## config.mk

```make
export PLATFORM = sky130hd
export DESIGN_NAME = resource_arbiter_flat
export DESIGN_NICKNAME = d
export VERILOG_FILES = /design/src/rtl/resource_arb_pkg.sv /design/src/rtl/resource_arbiter_if.sv /design/src/rtl/rr_picker.sv /design/src/rtl/resource_arbiter.sv /design/src/flat_wrapper.sv
export SDC_FILE = /design/constraint.sdc
export NUM_CORES = 1
export LEC_CHECK = 0
export ABC_CLOCK_PERIOD_IN_PS = 3100
export BUFFER_PORTS_ARGS = -buffer_cell sky130_fd_sc_hd__buf_2
export CELL_PAD_IN_SITES_DETAIL_PLACEMENT = 0
export CELL_PAD_IN_SITES_GLOBAL_PLACEMENT = 2
export CORE_UTILIZATION = 27
export DETAILED_ROUTE_END_ITERATION = 8
export PLACE_DENSITY = 0.8
export SKIP_LAST_GASP = 1
export SLEW_MARGIN = 20
export SYNTH_ARGS = -nofsm -noshare
export SYNTH_HDL_FRONTEND = slang
export SYNTH_HIERARCHICAL = 1
export SYNTH_SLANG_ARGS = --single-unit
```

## constraint.sdc

```tcl
create_clock -name clk -period 3.1 [get_ports clk]
set_input_delay 0.155 -clock clk [delete_from_list [all_inputs] [get_ports clk]]
set_output_delay 0.155 -clock clk [all_outputs]
set_load 0.05 [all_outputs]
```

## src/rtl/resource_arb_pkg.sv

```systemverilog
// Shared types and defaults for the round-robin resource arbiter.
package resource_arb_pkg;

    localparam int unsigned DEF_NUM_REQ = 4;
    localparam int unsigned DEF_DATA_W  = 32;
    localparam int unsigned DEF_TIMEOUT = 64;

    typedef enum logic [1:0] {
        IDLE  = 2'd0,
        GRANT = 2'd1,
        WAIT  = 2'd2
    } arb_state_e;

    // Index width for a pointer over n requesters, never narrower than one bit.
    function automatic int unsigned ptr_w(input int unsigned n);
        return (n > 1) ? $clog2(n) : 1;
    endfunction

endpackage

```

## src/rtl/resource_arbiter_if.sv

```systemverilog
// Request/resource/response bundle between the pipelines, the arbiter and the shared resource.
interface resource_arbiter_if
    import resource_arb_pkg::*;
#(
    parameter int unsigned NUM_REQ = DEF_NUM_REQ,
    parameter int unsigned DATA_W  = DEF_DATA_W
);

    logic [NUM_REQ-1:0]        req;
    logic [NUM_REQ-1:0]        req_valid;
    logic [NUM_REQ*DATA_W-1:0] req_data;
    logic [NUM_REQ-1:0]        grant;
    logic [DATA_W-1:0]         res_in_data;
    logic                      res_in_valid;
    logic [DATA_W-1:0]         res_out_data;
    logic                      res_out_valid;
    logic [DATA_W-1:0]         rsp_data;
    logic [NUM_REQ-1:0]        rsp_valid;
    logic                      busy;
    logic                      timeout_err;

    // Arbiter side.
    modport slave (
        input  req, req_valid, req_data, res_out_data, res_out_valid,
        output grant, res_in_data, res_in_valid, rsp_data, rsp_valid, busy, timeout_err
    );

    // Pipelines plus resource side.
    modport master (
        output req, req_valid, req_data, res_out_data, res_out_valid,
        input  grant, res_in_data, res_in_valid, rsp_data, rsp_valid, busy, timeout_err
    );

endinterface

```

## src/rtl/rr_picker.sv

```systemverilog
// Rotating-priority encoder: first candidate found scanning from ptr+1 upward, wrapping.
module rr_picker
    import resource_arb_pkg::*;
#(
    parameter int unsigned NUM_REQ = DEF_NUM_REQ,
    parameter int unsigned PTR_W   = ptr_w(NUM_REQ)
) (
    input  logic [NUM_REQ-1:0] i_cand,
    input  logic [PTR_W-1:0]   i_ptr,
    output logic [PTR_W-1:0]   o_winner,
    output logic               o_found
);

    int unsigned w_idx;

    always_comb begin
        o_winner = '0;
        o_found  = 1'b0;
        w_idx    = 0;
        for (int unsigned k = 1; k <= NUM_REQ; k++) begin
            w_idx = 32'(i_ptr) + k;
            if (w_idx >= NUM_REQ) begin
                w_idx = w_idx - NUM_REQ;
            end
            if (!o_found && i_cand[PTR_W'(w_idx)]) begin
                o_found  = 1'b1;
                o_winner = PTR_W'(w_idx);
            end
        end
    end

endmodule

```

## src/rtl/resource_arbiter.sv

```systemverilog
// Shares one single-outstanding resource among NUM_REQ pipelines: round-robin grant,
// one-shot issue, watchdog-bounded wait, response routed back to the owner.
module resource_arbiter
    import resource_arb_pkg::*;
#(
    parameter int unsigned NUM_REQ = DEF_NUM_REQ,
    parameter int unsigned DATA_W  = DEF_DATA_W,
    parameter int unsigned TIMEOUT = DEF_TIMEOUT
) (
    input  logic              clk,
    input  logic              reset,
    resource_arbiter_if.slave bus
);

    localparam int unsigned PTR_W = ptr_w(NUM_REQ);
    localparam int unsigned WD_W  = $clog2(TIMEOUT + 1);

    arb_state_e          r_state;
    logic [PTR_W-1:0]    r_ptr;
    logic [PTR_W-1:0]    r_owner;
    logic [NUM_REQ-1:0]  r_grant;
    logic                r_res_in_valid;
    logic [DATA_W-1:0]   r_res_in_data;
    logic [NUM_REQ-1:0]  r_rsp_valid;
    logic [DATA_W-1:0]   r_rsp_data;
    logic                r_busy;
    logic                r_timeout_err;
    logic [WD_W-1:0]     r_wd;

    logic [NUM_REQ-1:0]  w_cand;
    logic [PTR_W-1:0]    w_winner;
    logic                w_found;
    logic                w_owner_valid;
    logic [DATA_W-1:0]   w_owner_data;

    assign w_cand = bus.req & bus.req_valid;

    rr_picker #(
        .NUM_REQ (NUM_REQ),
        .PTR_W   (PTR_W)
    ) u_picker (
        .i_cand   (w_cand),
        .i_ptr    (r_ptr),
        .o_winner (w_winner),
        .o_found  (w_found)
    );

    // Select the current owner's valid and request word.
    always_comb begin
        w_owner_valid = 1'b0;
        w_owner_data  = '0;
        for (int unsigned i = 0; i < NUM_REQ; i++) begin
            if (r_owner == PTR_W'(i)) begin
                w_owner_valid = bus.req_valid[i];
                w_owner_data  = bus.req_data[i*DATA_W +: DATA_W];
            end
        end
    end

    always_ff @(posedge clk or posedge reset) begin
        if (reset) begin
            r_state        <= IDLE;
            r_ptr          <= PTR_W'(NUM_REQ - 1);
            r_owner        <= '0;
            r_grant        <= '0;
            r_res_in_valid <= 1'b0;
            r_res_in_data  <= '0;
            r_rsp_valid    <= '0;
            r_rsp_data     <= '0;
            r_busy         <= 1'b0;
            r_timeout_err  <= 1'b0;
            r_wd           <= '0;
        end else begin
            r_grant        <= '0;
            r_res_in_valid <= 1'b0;
            r_rsp_valid    <= '0;
            case (r_state)
                IDLE: begin
                    if (w_found) begin
                        r_owner <= w_winner;
                        r_ptr   <= w_winner;
                        r_grant <= NUM_REQ'(1) << w_winner;
                        r_busy  <= 1'b1;
                        r_state <= GRANT;
                    end
                end
                GRANT: begin
                    // A flushed owner releases the resource without issuing.
                    if (w_owner_valid) begin
                        r_res_in_data  <= w_owner_data;
                        r_res_in_valid <= 1'b1;
                        r_wd           <= '0;
                        r_state        <= WAIT;
                    end else begin
                        r_busy  <= 1'b0;
                        r_state <= IDLE;
                    end
                end
                WAIT: begin
                    // A response on the expiry cycle takes priority over the watchdog.
                    if (bus.res_out_valid) begin
                        r_rsp_data  <= bus.res_out_data;
                        r_rsp_valid <= NUM_REQ'(1) << r_owner;
                        r_busy      <= 1'b0;
                        r_state     <= IDLE;
                    end else if (r_wd == WD_W'(TIMEOUT - 1)) begin
                        r_timeout_err <= 1'b1;
                        r_busy        <= 1'b0;
                        r_state       <= IDLE;
                    end else begin
                        r_wd <= r_wd + WD_W'(1);
                    end
                end
                default: begin
                    r_busy  <= 1'b0;
                    r_state <= IDLE;
                end
            endcase
        end
    end

    assign bus.grant        = r_grant;
    assign bus.res_in_data  = r_res_in_data;
    assign bus.res_in_valid = r_res_in_valid;
    assign bus.rsp_data     = r_rsp_data;
    assign bus.rsp_valid    = r_rsp_valid;
    assign bus.busy         = r_busy;
    assign bus.timeout_err  = r_timeout_err;

endmodule

```

## src/flat_wrapper.sv

```systemverilog
// flat-port wrapper written by rule: the top's interface ports become plain ports
module resource_arbiter_flat import resource_arb_pkg::*;
#(
    parameter int unsigned NUM_REQ = DEF_NUM_REQ,
    parameter int unsigned DATA_W  = DEF_DATA_W,
    parameter int unsigned TIMEOUT = DEF_TIMEOUT
)
  (clk, reset, bus_req, bus_req_valid, bus_req_data, bus_res_out_data, bus_res_out_valid, bus_grant, bus_res_in_data, bus_res_in_valid, bus_rsp_data, bus_rsp_valid, bus_busy, bus_timeout_err);
  resource_arbiter_if #(.NUM_REQ(NUM_REQ), .DATA_W(DATA_W)) bus_i ();
  input  logic clk;
  input  logic reset;
  input wire logic [$bits(bus_i.req)-1:0] bus_req;
  input wire logic [$bits(bus_i.req_valid)-1:0] bus_req_valid;
  input wire logic [$bits(bus_i.req_data)-1:0] bus_req_data;
  input wire logic [$bits(bus_i.res_out_data)-1:0] bus_res_out_data;
  input wire logic [$bits(bus_i.res_out_valid)-1:0] bus_res_out_valid;
  output wire logic [$bits(bus_i.grant)-1:0] bus_grant;
  output wire logic [$bits(bus_i.res_in_data)-1:0] bus_res_in_data;
  output wire logic [$bits(bus_i.res_in_valid)-1:0] bus_res_in_valid;
  output wire logic [$bits(bus_i.rsp_data)-1:0] bus_rsp_data;
  output wire logic [$bits(bus_i.rsp_valid)-1:0] bus_rsp_valid;
  output wire logic [$bits(bus_i.busy)-1:0] bus_busy;
  output wire logic [$bits(bus_i.timeout_err)-1:0] bus_timeout_err;
  assign bus_i.req = bus_req;
  assign bus_i.req_valid = bus_req_valid;
  assign bus_i.req_data = bus_req_data;
  assign bus_i.res_out_data = bus_res_out_data;
  assign bus_i.res_out_valid = bus_res_out_valid;
  assign bus_grant = bus_i.grant;
  assign bus_res_in_data = bus_i.res_in_data;
  assign bus_res_in_valid = bus_i.res_in_valid;
  assign bus_rsp_data = bus_i.rsp_data;
  assign bus_rsp_valid = bus_i.rsp_valid;
  assign bus_busy = bus_i.busy;
  assign bus_timeout_err = bus_i.timeout_err;
  resource_arbiter #(.NUM_REQ(NUM_REQ), .DATA_W(DATA_W), .TIMEOUT(TIMEOUT)) u_core (.clk(clk), .reset(reset), .bus(bus_i));
endmodule
```

## Word-level counts from Yosys, hierarchy flattened

Index checks and enable logic that the tools add are counted.

| storage, ports and cells | value |
|---|---|
| register bits after elaboration | 88 |
| logic and storage cells | 108 |
| input port bits | 171 |

| operators by class | value |
|---|---|
| order comparisons | 8 |
| equality and inequality tests | 12 |
| add/subtract/negate cells | 9 |
| multiplexer cells | 48 |
| reductions and logical operators | 16 |
| bitwise gates (word level) | 2 |
| shift operators | 2 |

Operators by type and width:

| kind | count |
|---|---|
| $mux W32 | 4 |
| $mux W2 | 12 |
| $mux W7 | 3 |
| $mux W1 | 18 |
| $mux W4 | 4 |
| $pmux W7 S2 | 1 |
| $lt A2 B3 Y1 const B | 4 |
| $ge A3 B3 Y1 const B | 3 |
| $bmux W1 S2 | 4 |
| $ne A2 B2 Y1 const B | 4 |
| $reduce_and A2 Y1 | 4 |
| $shl A1 B2 Y4 const A | 2 |
| $sub A2 B1 Y2 const B | 4 |
| $add A7 B1 Y7 const B | 1 |
| $eq A7 B6 Y1 const B | 1 |
| $add A2 B2 Y3 const B | 2 |
| $eq A2 B2 Y1 const B | 3 |
| $pmux W2 S3 | 1 |
| $reduce_and A3 Y1 | 2 |
| $add A2 B3 Y4 const B | 1 |
| $and A4 B4 Y4 | 1 |
| $eq A2 B1 Y1 const B | 2 |
| $ge A4 B3 Y1 const B | 1 |
| $logic_not A2 Y1 | 2 |
| 9 further kinds | 13 |

## Logic depth before layout (Yosys ltp)

Gate-level depths: netlist of run 1.

| logic depth | value |
|---|---|
| depth after elaboration | 18 |
| mapped depth | 7 |

## Hierarchy

The synthesis of run 1 kept the hierarchy.

Modules (own cells, without submodules):

| module | instances | cells each | area an instance (um^2) | seq. area each (um^2) |
|---|---|---|---|---|
| resource_arbiter | 1 | 265 | 4,152.7 | 2,204.6 |
| rr_picker | 1 | 14 | 91.3 | 0.0 |

## Worst setup path before layout of run 1

OpenSTA, ideal clock, no wires.

| timing path | value |
|---|---|
| path type | reg-to-reg |
| from | reg u_core.r_owner[0] |
| to | reg u_core.r_res_in_data[18], in the netlist u_core/bus.res_in_data[18] |
| path slack | 1,458 ps |
| arrival | 1,517 ps |
| clock period less this slack | 1,642 ps |
| cell stages (with the launch flop) | 5 |
| library setup time | 125 ps |
| path through | dfrtp_1 > buf_6 > buf_2 > mux4_2 > mux2_2 |

| on the way | value |
|---|---|
| cells in the longest elaborated chain, start to end | 6 |
| elaborated cells between the ends (all ways) | 13 |

Ends and longest elaborated chain:

| item | RTL line | RTL |
|---|---|---|
| from (decl) | resource_arbiter.sv:20 | `logic [PTR_W-1:0] r_owner;` |
| from (signal assigned) | resource_arbiter.sv:80 | `r_owner <= w_winner;` |
| $logic_not A2 Y1 | resource_arbiter.sv:53 | `if (r_owner == PTR_W'(i)) begin` |
| $mux W1 (4 in series) | resource_arbiter.sv:53 |  |
| $reduce_and A2 Y1 (no source line) | n/a |  |
| to (signal assigned) | resource_arbiter.sv:90 | `r_res_in_data <= w_owner_data;` |
| to (decl) | resource_arbiter.sv:23 | `logic [DATA_W-1:0] r_res_in_data;` |

Several ways; a longest one is shown, not always the timed one.
A chain may end at the register's enable or synchronous reset.

## Final worst setup path of run 1

| timing path | value |
|---|---|
| from | reg u_core.r_owner[0] |
| to | reg u_core.r_res_in_data[23], in the netlist u_core/bus.res_in_data[23] |

Same word-level chain as after synthesis.

==> results.sh, run 1 <==
export IMPL_areaGrowthSynthToFinish_pct=41.7
export IMPL_synth_most_common_cell="dfrtp_1"
export IMPL_synth_edf_count=0
export IMPL_grt_ovfl_total=0
export IMPL_yosysSeqAreaShare_pct=51.9
export IMPL_rsz0062_at_grt="no"
export IMPL_crit_fanout=24
export IMPL_clk_pin_slew_worst_paths_ns=0.06
export IMPL_routedWlPerCell_um=16.3
export IMPL_relSlewSlack_pct=59.8
export IMPL_crit_type="reg2reg"
export IMPL_cts_buffers=9
export IMPL_ant_nets=0
export IMPL_worstSetupEndpointType="flop"
export IMPL_place_gp_congestion=0.791
export IMPL_grt_pass1_wl_um=18500
export IMPL_drive_gt1_share_pct=69.6
export IMPL_synthArstFlopShare_pct=100
export IMPL_r2r_start="u_core/r_owner[0]"
export IMPL_ir_drop_uv=517
export IMPL_vias=3340
export IMPL_place_hpwl_um=9240
export IMPL_synth_compound_area_share_pct=3.33
export IMPL_synth_top_family_by_area="multiplexers"
export IMPL_reg2reg_depth=3
export IMPL_cp_arrival_ns=2.33
export IMPL_cp_slowest_cell="dfrtp_2"
export IMPL_hold_class="in2reg"
export IMPL_met1_length_um=4650
export IMPL_yosysTopAreaCellShare_pct=50.7
export IMPL_port_buffers=245
export IMPL_final_setup_tns_ns=0
export IMPL_rows=45
export IMPL_fin_nets=697
export IMPL_track_usage_pct=15.1
export IMPL_fillers=1482
export IMPL_fin_crit_ns=2.11
export IMPL_synthAdderAreaFrac_pct=0.295
export IMPL_fmax_ghz=0.473
export IMPL_grt_pass1_vias=3500
export IMPL_postSynthCellCount=279
export IMPL_ys_warn_count=6
export IMPL_max_stage_delay_ns=0.63
export IMPL_synth_largest_area_cell="dfrtp_1"
export IMPL_clockBufferDepth=2
export IMPL_synth_xor_area_share_pct=0
export IMPL_antenna_found_initial=0
export IMPL_r2r_end="u_core/bus.res_in_data[23]"
export IMPL_die_h_um=127
export IMPL_fp_dieW_um=127
export IMPL_min_period_over_period_pct=68.2
export IMPL_crit_required_ns=3.32
export IMPL_avgViaCountPerCell=4.51
export IMPL_synth_common_cells="dfrtp_1 (86), mux2_2 (64), mux4_2 (32)"
export IMPL_ys_ff_latch=88
export IMPL_dr_wl_met2_um=6390
export IMPL_outcome="finished, final reports clean"
export IMPL_synth_simple_area_share_pct=6.13
export IMPL_drt_initial_drc_count=84
export IMPL_synth_cell_types=35
export IMPL_finalMaxSlewViolations=0
export IMPL_hold_viol=0
export IMPL_clock_skew_ns=0.00699
export IMPL_htree_levels=3
export IMPL_worst_setup_path_start_kind="flop"
export IMPL_tightestPinTransition_ns=0.601
export IMPL_die_area_sq_mm=0.0162
export IMPL_synth_area_per_cell_sq_um=15.2
export IMPL_initial_core_util_pct=27.8
export IMPL_wl_met3_um=786
export IMPL_drc=0
export IMPL_critical_path_cell_chain="buf_4, mux4_2, mux2_2"
export IMPL_p_leak_nw=2.90
export IMPL_maxCapViolations=0
export IMPL_totalWireLength_um=12100
export IMPL_cts_sinks=88
export IMPL_muxShareOfSynthArea_pct=35.1
export IMPL_insertion_delay_ns=0.34
export IMPL_synth_nets=451
export IMPL_top_layer="met4"
export IMPL_powerDensity_mw_per_mm2=1150
export IMPL_syn_area_sq_mm=0.00424
export IMPL_drtPass1Iterations=4
export IMPL_synth_area_top_cells="dfrtp_1 (51%), mux2_2 (17%), mux4_2 (17%)"
export IMPL_ios=246
export IMPL_power_mw=6.89
export IMPL_setup_worst_path_start="u_core/r_owner[0]"
export IMPL_reg2reg_slack_ns=0.99
export IMPL_diodes=0
export IMPL_synthFlopType="dfrtp_1"
export IMPL_setup_viol=0
export IMPL_cts_root_buf="clkbuf_16"
export IMPL_cts_resized=0
export IMPL_tritoncts="done"
export IMPL_grt_max_degree=89
export IMPL_core_area_sq_mm=0.0153
export IMPL_crit_end="u_core/bus.res_in_data[23]"
layout by cell type (no fill, tap or decap), drive strengths merged, types with 2 or more instances in the layout:
cell type	count
mux2i	5
inv	3
dfstp	2
and2	5
nor2	7
clkinv	2
a21oi	4
nand2b	5
nand3	2
dfrtp	86
o21ai	4
clkbuf	12
nor3b	4
mux4	32
a31oi	6
buf	250
mux2	64
nand2	18
bufinv	2
nor3	2
repair_timing:
item / CTS / global route
buffers inserted: 0 / 0
setup endpoints to repair: 0 / 0
hold endpoints to repair: 86 / 0
hold buffers: 1 / 0
cells by family (layout without fill, tap and decap cells):
family | count (synthesis) | after routing
flops | 88 | 88
compound gates | 19 | 19
mux | 101 | 101
fa+ha+maj | 1 | 1
buf+inv | 20 | 270
simple gates | 50 | 50
metrics by stage:
| stage | hold slack [ns] | instances | worst slack, ns | utilization, % | instance area, sq um |
|---|---|---|---|---|---|
| global placement | 0.300 | 724 | 0.949 | 37.2 | 5680 |
| CTS | 0.0310 | 740 | 0.904 | 39.4 | 6010 |
| floorplan | 0.306 | 279 | 0.670 | - | 4240 |
| detailed placement | 0.311 | 724 | 0.901 | 37.2 | 5680 |
| global route | 0.0376 | 740 | 0.805 | 39.4 | 6010 |
| finish | 0.0461 | 740 | 0.986 | 39.4 | 6010 |
metal layers:
layer	up-vias	track usage (%)
met2	133	27.3
li1	1537	-
met5	-	0
met4	0	5.25
met3	16	4.31
met1	1654	17.0
layout make-up:
class,count,area (sq um),share of cell area [%]
Timing Repair Buffer,251,1300,21.6
Clock inverter,3,65.1,1.08
Sequential cell,88,2210,36.7
Clock buffer,12,256,4.27
Multi-Input combinational cell,171,1910,31.7
Inverter,4,16.3,0.270
Tap cell,211,264,4.39
registers in the layout, summed over array words and instances, names as in the netlist:
register	cells
u_core/bus.busy	1
u_core/bus.grant	4
u_core/bus.res_in_data	32
u_core/bus.res_in_valid	1
u_core/bus.rsp_data	32
u_core/bus.rsp_valid	4
u_core/bus.timeout_err	1
u_core/r_owner	2
u_core/r_ptr	2
u_core/r_state	2
u_core/r_wd	7
worst max-delay path, delay by kind of cell, from the launching register on:
kind / cells / cell delay [ns]
buffers and inverters: 1 / 0.50
flip-flops: 1 / 0.63
multiplexers: 2 / 0.85
power breakdown:
part | internal [mW] | leakage (nW) | switching [mW]
logic | 1.28 | 1.67 | 2.43
registers | 1.67 | 1.08 | 0.327
clock network | 0.745 | 0.159 | 0.439
worst min-delay path by stage:
stage	start	to	slack (ns)	depth (start not counted)
2_1_floorplan	bus_res_out_data[0]	u_core/bus.rsp_data[0]	0.31	1
3_3_place_gp	reset	u_core/bus.rsp_data[8]	0.30	3
3_5_place_dp	reset	u_core/bus.rsp_data[8]	0.31	3
4_1_cts	bus_res_out_data[3]	u_core/bus.rsp_data[3]	0.03	2
5_1_grt	bus_res_out_data[3]	u_core/bus.rsp_data[3]	0.04	2
6_report	bus_res_out_data[3]	u_core/bus.rsp_data[3]	0.05	2
(Power assumes the default switching activity.)
==> run 2, diff against run 1 <==
Settings changed: ABC_CLOCK_PERIOD_IN_PS 3100 to 2200.
Clock period 3.1 ns to 2.2 ns, I/O delays scaled along.
==> results.sh, run 2 (synthesis results as in run 1) <==
export IMPL_drt_initial_drc_count=91
export IMPL_place_hpwl_um=9240
export IMPL_vias=3451
export IMPL_die_h_um=127
export IMPL_initial_core_util_pct=27.8
export IMPL_rsz0062_at_grt="no"
export IMPL_grt_ovfl_total=0
export IMPL_cts_sinks=88
export IMPL_final_setup_tns_ns=0
export IMPL_r2r_start="u_core/r_owner[0]"
export IMPL_ir_drop_uv=521
export IMPL_comb_power_share_pct=55.2
export IMPL_insertion_delay_ns=0.34
export IMPL_reg2reg_depth=6
export IMPL_rows=45
export IMPL_grt_pass1_vias=3753
export IMPL_relSlewSlack_pct=70.4
export IMPL_finalMaxSlewViolations=0
export IMPL_grt_max_degree=52
export IMPL_fin_cells=774
export IMPL_cp_arrival_ns=2.18
export IMPL_setup_viol=0
export IMPL_min_period_over_period_pct=87.1
export IMPL_dpl_cell_count=727
export IMPL_p_leak_nw=3.04
export IMPL_r2r_end="u_core/r_wd[1]"
export IMPL_place_gp_congestion=0.791
export IMPL_min_to="u_core/bus.rsp_data[10]"
export IMPL_drive_gt1_share_pct=66.1
export IMPL_tritoncts="done"
export IMPL_clk_pin_slew_worst_paths_ns=0.06
export IMPL_outcome="finished, final reports clean"
export IMPL_track_usage_pct=15.4
export IMPL_die_area_sq_mm=0.0162
export IMPL_grt_pass1_wl_um=18800
export IMPL_postCtsSetupRepairBufs=0
export IMPL_setup_worst_path_start="u_core/r_owner[0]"
export IMPL_avgViaCountPerCell=4.46
export IMPL_switching_share_pct=46.7
export IMPL_worstSetupEndpointType="flop"
export IMPL_routedWlPerCell_um=15.9
export IMPL_cts_buffers=9
export IMPL_ant_nets=0
export IMPL_core_area_sq_mm=0.0153
export IMPL_hold_start="bus_res_out_data[10]"
export IMPL_fin_nets=731
export IMPL_power_share_sequential_pct=28.0
export IMPL_totalWireLength_um=12300
export IMPL_reg2reg_slack_ns=0.28
export IMPL_clockBufferDepth=2
export IMPL_clockPowerShare_pct=16.8
export IMPL_fp_dieW_um=127
export IMPL_ios=246
export IMPL_internal_power_mw=5.23
export IMPL_crit_required_ns=2.46
export IMPL_final_common_cell="buf_2"
export IMPL_diodes=0
export IMPL_tightestPinTransition_ns=0.444
export IMPL_areaGrowthSynthToFinish_pct=49.8
export IMPL_hold_depth=2
export IMPL_maxCapViolations=0
export IMPL_drc=0
export IMPL_drtPass1Iterations=4
export IMPL_powerDensity_mw_per_mm2=1540
export IMPL_antenna_found_initial=0
export IMPL_cts_root_buf="clkbuf_16"
export IMPL_hold_class="in2reg"
export IMPL_p_sw_mw=4.58
export IMPL_final_cell_mix="buf_2 (245), dfrtp_1 (84), mux2_2 (64)"
export IMPL_worst_setup_path_start_kind="flop"
export IMPL_port_buffers=245
export IMPL_fmax_ghz=0.522
export IMPL_crit_type="reg2reg"
export IMPL_fin_crit_ns=1.92
export IMPL_hold_viol=0
export IMPL_htree_levels=3
export IMPL_crit_fanout=38
export IMPL_cts_resized=0
export IMPL_clock_skew_ns=0.00747
==> run 2: how the worst max path moves through the flow <==
stage                                 end  slack, ns  cells past startpoint
2_1_floorplan  u_core/bus.res_in_data[18]       0.56                      4
3_3_place_gp               u_core/r_wd[1]       0.29                      6
3_5_place_dp               u_core/r_wd[1]       0.26                      6
4_1_cts                    u_core/r_wd[1]       0.23                      6
5_1_grt                    u_core/r_wd[1]       0.13                      6
6_report                   u_core/r_wd[1]       0.28                      6
==> run 2: power groups by stage <==
| stage | combinational (mW) | clock [mW] | sequential [mW] |
|---|---|---|---|
| finish | 5.42 | 1.65 | 2.74 |
| global route | 5.68 | 1.77 | 2.84 |
| CTS | 5.48 | 1.70 | 2.76 |
| detailed placement | 5.42 | 0 | 2.78 |
| global placement | 5.36 | 0 | 2.74 |
| floorplan | 1.97 | 0 | 4.97 |
==> run 2: cell type report <==
| type | count | area [sq um] |
|---|---|---|
| fillers | 1447 | 8900 |
| flip-flops and latches | 88 | 2210 |
| multi-input cells | 171 | 1910 |
| repair buffers | 285 | 1640 |
| well taps | 211 | 264 |
| clock buffers | 9 | 225 |
| clock inverters | 6 | 93.8 |
| inverters | 4 | 18.8 |
==> run 2: what timing repair did <==
item	4_1_cts	5_1_grt
hold buffers	32	0
hold endpoints to repair	40	0
endpoints found under the setup margin	0	0
==> run 2: per-layer routing <==
layer  global-route usage (%)  vias up  routed length (um)
met1                     16.5     1681                4690
li1                         -     1613                   -
met5                        0        -                   0
met2                     28.9      138                6580
met3                     3.35       19                 747
met4                     6.86        0                 267
==> run 2: per-stage QoR <==
| stage | hold WS, ns | cell area, sq um | utilization [%] | power, mW | setup WS [ns] |
|---|---|---|---|---|---|
| after floorplan | 0.261 | 4250 | - | 6.94 | 0.558 |
| after global placement | 0.0703 | 5720 | 37.5 | 8.10 | 0.292 |
| after detailed placement | 0.0698 | 5720 | 37.5 | 8.20 | 0.257 |
| after CTS | 0.00179 | 6360 | 41.7 | 9.93 | 0.235 |
| after global routing | 0.0109 | 6360 | 41.7 | 10.3 | 0.130 |
| final | 0.0200 | 6360 | 41.7 | 9.81 | 0.284 |
==> run 2: critical path, cell delays in order, from the launching register on <==
cell	delay [ns]
dfrtp_2	0.38
buf_12	0.29
nand3b_1	0.17
o22ai_4	0.19
buf_12	0.24
nand2b_1	0.33
mux2i_1	0.22
==> run 3, diff against run 2 <==
Settings changed: BUFFER_PORTS_ARGS -buffer_cell sky130_fd_sc_hd__buf_2 to unset, CORE_UTILIZATION 27 to 35, DONT_BUFFER_PORTS set to 1, PLACE_DENSITY 0.8 to 0.72.
==> results.sh, run 3 (synthesis results as in run 1) <==
export IMPL_outcome="finished with violations"
export IMPL_violations="design-rule violations"
export IMPL_worst_setup_path_start_kind="flop"
export IMPL_cts_buffers=9
export IMPL_fin_nets=487
export IMPL_antenna_found_initial=1
export IMPL_tightestPinTransition_ns=0.535
export IMPL_ios=246
export IMPL_track_usage_pct=16.3
export IMPL_htree_levels=3
export IMPL_rows=39
export IMPL_cts_sinks=88
export IMPL_ant_nets=0
export IMPL_hold_viol=0
export IMPL_final_common_cell="dfrtp_1"
export IMPL_fin_crit_ns=1.86
export IMPL_final_setup_tns_ns=0
export IMPL_areaGrowthSynthToFinish_pct=19.1
export IMPL_cp_arrival_ns=2.08
export IMPL_hold_depth=2
export IMPL_die_h_um=112
export IMPL_rsz0062_at_grt="no"
export IMPL_clock_skew_ns=0.00248
export IMPL_diodes=0
export IMPL_routedWlPerCell_um=21.6
export IMPL_critPathMostFrequentCell="buf_12"
export IMPL_max_stage_delay_ns=0.38
export IMPL_insertion_delay_ns=0.33
export IMPL_core_area_sq_mm=0.0116
export IMPL_setup_ws_ns=0.339
export IMPL_totalWireLength_um=9980
export IMPL_maxCapViolations=0
export IMPL_avgViaCountPerCell=5.50
export IMPL_grt_ovfl_total=0
export IMPL_place_gp_congestion=0.741
export IMPL_hold_class="in2reg"
export IMPL_crit_fanout=38
export IMPL_drc=18
export IMPL_cp_slowest_cell="dfrtp_2"
export IMPL_drt_initial_drc_count=116
export IMPL_top_layer="met5"
export IMPL_place_hpwl_um=6950
export IMPL_relSlewSlack_pct=64.3
export IMPL_crit_type="reg2reg"
export IMPL_grt_max_degree=89
export IMPL_wl_met3_um=906
export IMPL_worstSetupEndpointType="flop"
export IMPL_fmax_ghz=0.537
export IMPL_dp_slack_ns=0.298
export IMPL_cts_root_buf="clkbuf_16"
export IMPL_min_period_over_period_pct=84.6
export IMPL_placed_cell_area_sq_mm=0.00440
export IMPL_dr_wl_met2_um=5190
export IMPL_postCtsSetupRepairBufs=0
export IMPL_design_area_sq_mm=0.00505
export IMPL_final_cell_mix="dfrtp_1 (84), mux2_2 (64), dlygate4sd3_1 (34)"
export IMPL_vias=2546
export IMPL_clk_pin_slew_worst_paths_ns=0.06
export IMPL_p_leak_nw=2.05
export IMPL_met1_length_um=3650
export IMPL_powerDensity_mw_per_mm2=1780
export IMPL_fp_dieW_um=112
export IMPL_ir_drop_uv=623
export IMPL_setup_viol=0
export IMPL_tritoncts="done"
export IMPL_clockBufferDepth=2
export IMPL_drive_gt1_share_pct=39.1
export IMPL_port_buffers=0
export IMPL_die_area_sq_mm=0.0126
export IMPL_grt_pass1_vias=2865
export IMPL_drtPass1Iterations=8
export IMPL_crit_required_ns=2.42
export IMPL_critical_path_cell_chain="buf_12, nand3b_1, o22ai_4, buf_12, mux2_2"
export IMPL_grt_pass1_wl_um=15400
export IMPL_initial_core_util_pct=36.5
export IMPL_finalMaxSlewViolations=0
export IMPL_reg2reg_depth=5
[run 3: worst max-delay path, delay by kind of cell, from the launching register on]
kind | cells | cell delay [ns]
buf+inv | 2 | 0.54
flops | 1 | 0.38
mux | 1 | 0.36
compound gates | 1 | 0.29
simple gates | 1 | 0.17
[run 3: per-stage QoR]
step / util (%) / hold slack, ns / cells / power (mW)
floorplan: - / 0.261 / 279 / 6.94
detailed placement: 37.9 / 0.161 / 413 / 7.40
finish: 43.5 / 0.137 / 463 / 8.98
global placement: 37.9 / 0.154 / 413 / 7.32
CTS: 43.5 / 0.117 / 463 / 9.08
global route: 43.5 / 0.137 / 463 / 9.42
[run 3: layout make-up]
type / count / area, sq um
clock buffers: 11 / 233
clock inverters: 5 / 81.3
fillers: 1047 / 6560
inverters: 4 / 18.8
multi-input cells: 171 / 1910
flip-flops and latches: 88 / 2210
well taps: 143 / 179
repair buffers: 41 / 430
[run 3: path summary, 6_finish.rpt]
check	startpoint	endpoint	slack, ns
worst max-delay path	u_core/r_owner[0]	u_core/bus.res_in_data[13]	0.34
worst max register to register	u_core/r_owner[0]	u_core/bus.res_in_data[13]	0.34
max in group asynchronous	reset	u_core/r_ptr[1]	1.43
worst min-delay path	bus_req_data[0]	u_core/bus.res_in_data[0]	0.14
worst min register to register	u_core/r_wd[6]	u_core/r_wd[6]	0.48
min in group asynchronous	reset	u_core/bus.rsp_data[24]	0.40
[run 3: power breakdown]
| group | internal, mW | leakage (nW) | switching [mW] | total (mW) |
|---|---|---|---|---|
| Combinational | 1.35 | 0.827 | 0.907 | 2.26 |
| Sequential | 2.31 | 1.08 | 2.81 | 5.12 |
| Clock | 0.995 | 0.150 | 0.610 | 1.61 |
[run 3: timing repair]
item | CTS | global route
hold buffers | 34 | 0
hold endpoints to repair | 120 | 0
gates resized for setup | 0 | 0
[run 3: layer usage]
metal  track usage, %  up-vias
met3             5.89       20
met2             29.3      129
li1                 -     1125
met4             6.84        2
met1             17.3     1270
met5                0        -
